--- src/rtl/row_scanner_pkg.sv ---
// scanner_pkg: shared state encoding and width helpers for the row scanner.
//   scan_state_t : scan FSM states
//   row_w()      : row index width for a given row count ($clog2 based)
//   cnt_w()      : dwell/blank counter width covering max(DWELL,BLANK) cycles
package scanner_pkg;
  typedef enum logic [1:0] {S_IDLE, S_FETCH, S_SHOW, S_BLANK} scan_state_t;
  function automatic int row_w(input int rows);
    return rows > 1 ? $clog2(rows) : 1;
  endfunction
  function automatic int cnt_w(input int dwell, input int blank);
    int m;
    m = dwell > blank ? dwell : blank;
    return m > 1 ? $clog2(m) : 1;
  endfunction
endpackage

--- src/rtl/row_scanner_cycle_timer.sv ---
// cycle_timer: loadable down-counter that saturates at zero, with a done flag.
//   clk, rst_n : clock, async active-low reset
//   clr        : synchronous clear to zero
//   load/value : load value (counter then runs value+1 cycles until done)
//   done       : high while the count is zero
module cycle_timer #(
  parameter int W = 2
) (
  input  logic         clk,
  input  logic         rst_n,
  input  logic         clr,
  input  logic         load,
  input  logic [W-1:0] value,
  output logic         done
);
  logic [W-1:0] cnt;
  always_ff @(posedge clk or negedge rst_n)
    if (!rst_n) cnt <= '0;
    else if (clr) cnt <= '0;
    else if (load) cnt <= value;
    else if (cnt != '0) cnt <= cnt - 1'b1;
  assign done = cnt == '0;
endmodule

--- src/rtl/row_scanner.sv ---
// row_scanner: multiplexed display row scanner (fetch row, show, blank, next).
//   clk, rst_n        : clock, async active-low reset
//   ena               : scan enable; low returns to idle with all outputs cleared
//   rd_req, rd_row    : row-data request and row index to the frame buffer
//   rd_valid, rd_data : frame buffer response, accepted only while fetching
//   row_sel, row_ena  : registered row decoder select and enable
//   cols              : latched column pattern for the lit row
//   frame_done        : one-cycle pulse when the last row wraps to row 0
module row_scanner import scanner_pkg::*; #(
  parameter int ROWS  = 8,
  parameter int COLS  = 8,
  parameter int DWELL = 4,
  parameter int BLANK = 2
) (
  input  logic                   clk,
  input  logic                   rst_n,
  input  logic                   ena,
  output logic                   rd_req,
  output logic [row_w(ROWS)-1:0] rd_row,
  input  logic                   rd_valid,
  input  logic [COLS-1:0]        rd_data,
  output logic [row_w(ROWS)-1:0] row_sel,
  output logic                   row_ena,
  output logic [COLS-1:0]        cols,
  output logic                   frame_done
);
  localparam int ROW_W = row_w(ROWS);
  localparam int CW    = cnt_w(DWELL, BLANK);
  scan_state_t   state;
  logic          t_load, t_done;
  logic [CW-1:0] t_value;
  // Timer is loaded on entry to SHOW and to BLANK; it idles at zero elsewhere.
  assign t_load  = ena && ((state == S_FETCH && rd_valid) || (state == S_SHOW && t_done));
  assign t_value = state == S_FETCH ? CW'(DWELL - 1) : CW'(BLANK - 1);
  cycle_timer #(.W(CW)) u_timer (
    .clk   (clk),
    .rst_n (rst_n),
    .clr   (!ena),
    .load  (t_load),
    .value (t_value),
    .done  (t_done)
  );
  // rd_row is gated from registers only, so no input reaches it combinationally.
  assign rd_row = rd_req ? row_sel : '0;
  always_ff @(posedge clk or negedge rst_n)
    if (!rst_n) begin
      state      <= S_IDLE;
      rd_req     <= 1'b0;
      row_sel    <= '0;
      row_ena    <= 1'b0;
      cols       <= '0;
      frame_done <= 1'b0;
    end else if (!ena) begin
      state      <= S_IDLE;
      rd_req     <= 1'b0;
      row_sel    <= '0;
      row_ena    <= 1'b0;
      cols       <= '0;
      frame_done <= 1'b0;
    end else begin
      frame_done <= 1'b0;
      case (state)
        S_IDLE: begin
          state  <= S_FETCH;
          rd_req <= 1'b1;
        end
        S_FETCH:
          if (rd_valid) begin
            cols    <= rd_data;
            rd_req  <= 1'b0;
            row_ena <= 1'b1;
            state   <= S_SHOW;
          end
        S_SHOW:
          if (t_done) begin
            row_ena <= 1'b0;
            state   <= S_BLANK;
          end
        S_BLANK:
          if (t_done) begin
            // ROWS is a power of two, so the natural wrap is modulo ROWS.
            row_sel    <= row_sel + 1'b1;
            frame_done <= row_sel == ROW_W'(ROWS - 1);
            rd_req     <= 1'b1;
            state      <= S_FETCH;
          end
        default: state <= S_IDLE;
      endcase
    end
endmodule

--- config.mk ---
export PLATFORM = sky130hd
export DESIGN_NAME = row_scanner
export DESIGN_NICKNAME = d
export VERILOG_FILES = /design/src/rtl/row_scanner_pkg.sv /design/src/rtl/row_scanner_cycle_timer.sv /design/src/rtl/row_scanner.sv
export SDC_FILE = /design/constraint.sdc
export NUM_CORES = 1
export LEC_CHECK = 0
export BUFFER_PORTS_ARGS = -buffer_cell sky130_fd_sc_hd__buf_2
export CORE_UTILIZATION = 40
export CTS_CLUSTER_SIZE = 20
export DETAILED_ROUTE_END_ITERATION = 8
export PLACE_DENSITY = 0.61
export SKIP_CTS_REPAIR_TIMING = 1
export SYNTH_ARGS = -nofsm -noshare
export SYNTH_HDL_FRONTEND = slang
export SYNTH_SLANG_ARGS = --single-unit
--- constraint.sdc ---
create_clock -name clk -period 3.4 [get_ports clk]
set_input_delay 0.85 -clock clk [delete_from_list [all_inputs] [get_ports clk]]
set_output_delay 0.85 -clock clk [all_outputs]
set_load 0.05 [all_outputs]
==> Word level (Yosys, flattened, before mapping) <==
Cells that the tools add are included.
{ "classes": {"reduce_logical": 12, "add_sub_neg": 2, "n_eq_ne": 14, "muxes": 27} }
{ "op_table": {"columns": ["operator", "count"], "rows": [
  ["$mux W8", 3],
  ["$mux W2", 8],
  ["$mux W3", 4],
  ["$mux W1", 9],
  ["$ne A3 B3 Y1 const B", 3],
  ["$reduce_and A3 Y1", 3],
  ["$ne A2 B1 Y1 const B", 4],
  ["$pmux W2 S4", 1],
  ["$ne A3 B1 Y1 const B", 2],
  ["$eq A2 B2 Y1 const B", 2],
  ["$logic_not A2 Y1", 2],
  ["$ne A4 B1 Y1 const B", 1],
  ["$reduce_and A2 Y1", 2],
  ["$add A3 B1 Y3 const B", 1],
  ["$eq A3 B3 Y1 const B", 1],
  ["$logic_and A1 B1 Y1", 3],
  ["$pmux W1 S3", 1],
  ["$eq A2 B1 Y1 const B", 1],
  ["$pmux W1 S2", 1],
  ["$reduce_bool A2 Y1", 1],
  ["$sub A2 B1 Y2 const B", 1],
  ["$logic_or A1 B1 Y1", 1]
]} }
{ "word_totals": {"elab_cells": 62, "output_inout_bits": 17, "reg_bits": 18, "inputBits": 12} }

==> Depth between registers and ports, before layout <==
{ "depth": {"word_depth": 6, "mapped_depth": 6, "ltp_nobuf": 5} }

==> Cells and area by module <==
A second synthesis with hierarchy kept.
{ "unflattened": {"cells_unflattened": 103, "hier_area_um2": 988.4} }
{ "modules_own_cells": {"columns": ["module", "seq_area_each_um2", "area_each_um2", "n_inst", "cells_per_inst"], "rows": [
  ["row_scanner", 400.4, 857.1, 1, 91],
  ["cycle_timer", 50.0, 131.4, 1, 12]
]} }

==> Worst setup path after synthesis <==
Ideal clock, no wire load.
{ "synth_path": {"path_type": "register -> output", "startpoint": "register row_sel[0]", "endpoint": "output port rd_row[0]", "t_required_ns": 2.550, "setup_slack_ns": 1.393, "arrival_ns": 1.157, "path_stages_with_launch": 2, "n_path_buf": 0, "cell_sequence": "dfrtp_1 > and2_1"} }
{ "synth_between": {"elab_chain_cells": 1} }
{ "synth_rtl": {"columns": ["item", "line_no", "source"], "rows": [
  ["start: declaration", "row_scanner.sv:22", "output logic [row_w(ROWS)-1:0] row_sel,"],
  ["start signal: assignment", "row_scanner.sv:82", "row_sel <= row_sel + 1'b1;"],
  ["$mux W3", "row_scanner.sv:44", "assign rd_row = rd_req ? row_sel : '0;"],
  ["end: declaration", "row_scanner.sv:19", "output logic [row_w(ROWS)-1:0] rd_row,"]
]} }
Every way passes these cells.

==> Worst setup path in the final report <==
{ "layout_path": {"startpoint": "register rd_req", "endpoint": "output port rd_row[0]"} }
{ "layout_between": {"elab_chain_cells": 1} }
{ "layout_rtl": {"columns": ["item", "line_no", "source"], "rows": [
  ["start: declaration", "row_scanner.sv:18", "output logic rd_req,"],
  ["start signal: assignment", "row_scanner.sv:48", "rd_req <= 1'b0;"],
  ["start signal: assignment", "row_scanner.sv:55", "rd_req <= 1'b0;"],
  ["start signal: assignment", "row_scanner.sv:65", "rd_req <= 1'b1;"],
  ["$mux W3", "row_scanner.sv:44", null]
]} }
Every way passes these cells.

==> impl_results.md <==
- Status: completed
- End of the critical path: rd_row[0]
- CP max-delay cell: dfrtp_1
- Simple-gate portion of the synthesized area: 20.1%
- Largest family of logic cells by synthesized area: simple AND/OR/NAND/NOR gates
- Number of I/O port buffers: 28
- Sequential share of the synthesized area: 46.6%
- Area grow syn2layout: 18.4%
- Worst-margin pin slew: 0.418 ns
- Crit Path Max Fanout: 6
- Adder-Cell Fraction of Synth Area: 9.07%
- Nets: 147
- DRC Markers: 0
- # rows: 17
- Worst setup path start: rd_req
- CP peak stage delay: 0.41 ns
- Initial drt markers: 6
- Num CTS Buffers: 3
- Share of cells above drive strength 1: 26.8%
- CTS tree: yes
- Worst setup EP type: primary output
- Vias/cell: 4.93
- Max cap viols: 0
- I/O pins: 29
- Placer Congestion: 0.736
- WHS: 0.469 ns
- Synthesized area: 966 sq um
- CP Cell Sequence: and2_1, buf_2
- Clock Pin Slew Worst Setup and Hold Paths: 0.11 ns
- Worst vdd ir: 0.000356 V
- R2r endpoint: state[1]
- Finish-stage setup viols: 0
- Setup TNS: 0 ns
- First-pass GRT wire length: 3310 microns
- Routed wire per std cell: 12.2 microns
- Antenna violations before repair: 0
- Ant. Diodes: 0
- Power Total: 798 uW
- Crit share post-route: 57.0%
- Synth top area share: 46.6%
- Post-Route WL: 1900 microns
- Largest net degree at the start of global routing: 21
- Pins over their slew limit: 0
- Worst Hold Class: in2async
- Post-Syn Nets: 118
- Util after Layout: 50.7%
- #FFs+latches synth: 18
- All-Layer GR Usage: 17.3%
- P per Cell Area: 698 nW/um^2
- Htree depth: 1
- Via total after detailed routing: 764
- CP arrival: 1.09 ns
- Critical Path RT: 2.55 ns
- Hpwl dp: 1370 microns
- Core footprint: 2250 sq um
- Top cells by area, synth: dfrtp_1, a21boi_1, ha_1
- Gate Count Post-Synth: 99
- Drt first pass iters: 4
- Clk sinks: 18
- Clk root buf: clkbuf_4
- Fill count: 243
- Crit path time final: 1.94 ns
- Die width: 51.1 microns
- Pleak: 0.000584 uW
- Syn Area/Cell: 9.76 sq um
- Synth Area in Compound Gates: 15.8%
- Area leader, netlist: dfrtp_1
- Final Hold Fails: 0
- Flop2flop setup slack: 1.84 ns
- XOR/XNOR Fraction of Synth Area: 0.907%
- Worst Skew: 0.00890 ns
- Multiplexer area fraction after synthesis: 2.07%
- Number of nets with antenna violations after routing: 0
- DIE AREA: 2620 sq um
- Vias in the first global route: 777
- Netlist cell types: 22
- Clock tree buffer depth: 2
- Starting density of the core: 42.8%
- R2R cell count: 5
- Setup Crit Path Kind: reg2out
- RR Startpoint: state[1]
- Grt total ovfl: 0
- Startpoint types: register
- Die Ht: 51.1 microns
- Syn. warnings: 0
- Slew headroom: 72.1%
- Unrepaired setup endpoints after global routing: false
- Max Clk Rate: 0.516 GHz
- Clock latency on the worst-skew pair: 0.29 ns
==> metal layers <==
layer	track usage, %	share of wire [%]	up-vias
met5	0	0	-
met2	29.6	48	21
li1	-	-	389
met1	20.1	45	350
met4	8.33	1.8	0
met3	4.17	5.1	4
==> logic make-up (layout without fill, tap and decap cells) <==
| kind of cell | count (synthesis) | after routing |
|---|---|---|
| adders and majority gates | 7 | 7 |
| buffers and inverters | 9 | 37 |
| and+or+nand+nor | 41 | 41 |
| DFF | 18 | 18 |
| xor gates and xnor gates | 1 | 1 |
| AOI/OAI and AO/OA | 21 | 21 |
| muxes | 2 | 2 |
==> worst min-delay path by stage <==
stage | endpoint
CTS | cols[0]
detailed placement | cols[6]
global route | cols[0]
global placement | cols[3]
finish | cols[0]
floorplan | cols[0]
==> metrics by stage <==
step           std cells  setup slack, ns  area [sq um]
4_1_cts              155             1.44          1140
2_1_floorplan         99             1.39           966
3_3_place_gp         151             1.78          1110
5_1_grt              155             1.38          1140
6_report             155             1.46          1140
3_5_place_dp         151             1.78          1110
==> sequential cells by signal (all words and copies together), names as in the netlist <==
signal       flops
rd_req           1
u_timer.cnt      2
state            2
cols             8
row_sel          3
row_ena          1
frame_done       1
==> synthesized netlist by cell type <==
master      n
and2_1      4
o21a_1      1
nand2_2     1
o2bb2ai_1   1
inv_1       5
o21ai_1     2
or3b_1      1
nand2_1    18
a21boi_1   13
a21oi_1     2
o22ai_1     1
buf_4       3
buf_6       1
xnor2_1     1
nand2b_1    2
nor2_1      3
nand3_1    10
ha_1        7
mux2i_1     2
dfrtp_1    18
nor2b_1     2
o22ai_2     1
==> area by class of cell <==
| class | count | area [sq um] | area share [%] |
|---|---|---|---|
| multi-input cells | 72 | 463 | 40.5 |
| repair buffers | 28 | 140 | 12.3 |
| flip-flops and latches | 18 | 450 | 39.4 |
| inverters | 5 | 18.8 | 1.64 |
| well taps | 28 | 35.0 | 3.06 |
| clock buffers | 4 | 36.3 | 3.17 |
==> critical path, delay by kind of cell (launching register included) <==
kind	cells	cell delay [ns]
flops	1	0.41
simple gates	1	0.14
buf+inv	1	0.25
==> where the power goes <==
part           leakage [uW]  switching [uW]  internal (uW)  total, uW
Sequential         0.000243            34.7            259        294
Combinational      0.000320             240            133        374
Clock             0.0000210            65.1           65.2        130
==> layout by cell type, fill, tap and decap left out <==
master / netlist / routed
clkbuf_8: 0 / 1
and2_1: 4 / 4
nor2_1: 3 / 3
ha_1: 7 / 7
buf_2: 0 / 28
o22ai_1: 1 / 1
mux2i_1: 2 / 2
nor2b_1: 2 / 2
clkbuf_4: 0 / 3
a21oi_1: 2 / 2
nand2_1: 18 / 18
nand2b_1: 2 / 2
dfrtp_1: 18 / 18
o2bb2ai_1: 1 / 1
inv_1: 5 / 5
a21boi_1: 13 / 13
nand2_2: 1 / 1
o21a_1: 1 / 1
xnor2_1: 1 / 1
o22ai_2: 1 / 1
nand3_1: 10 / 10
or3b_1: 1 / 1
o21ai_1: 2 / 2
Note: power is estimated with default switching activity, not from simulation.
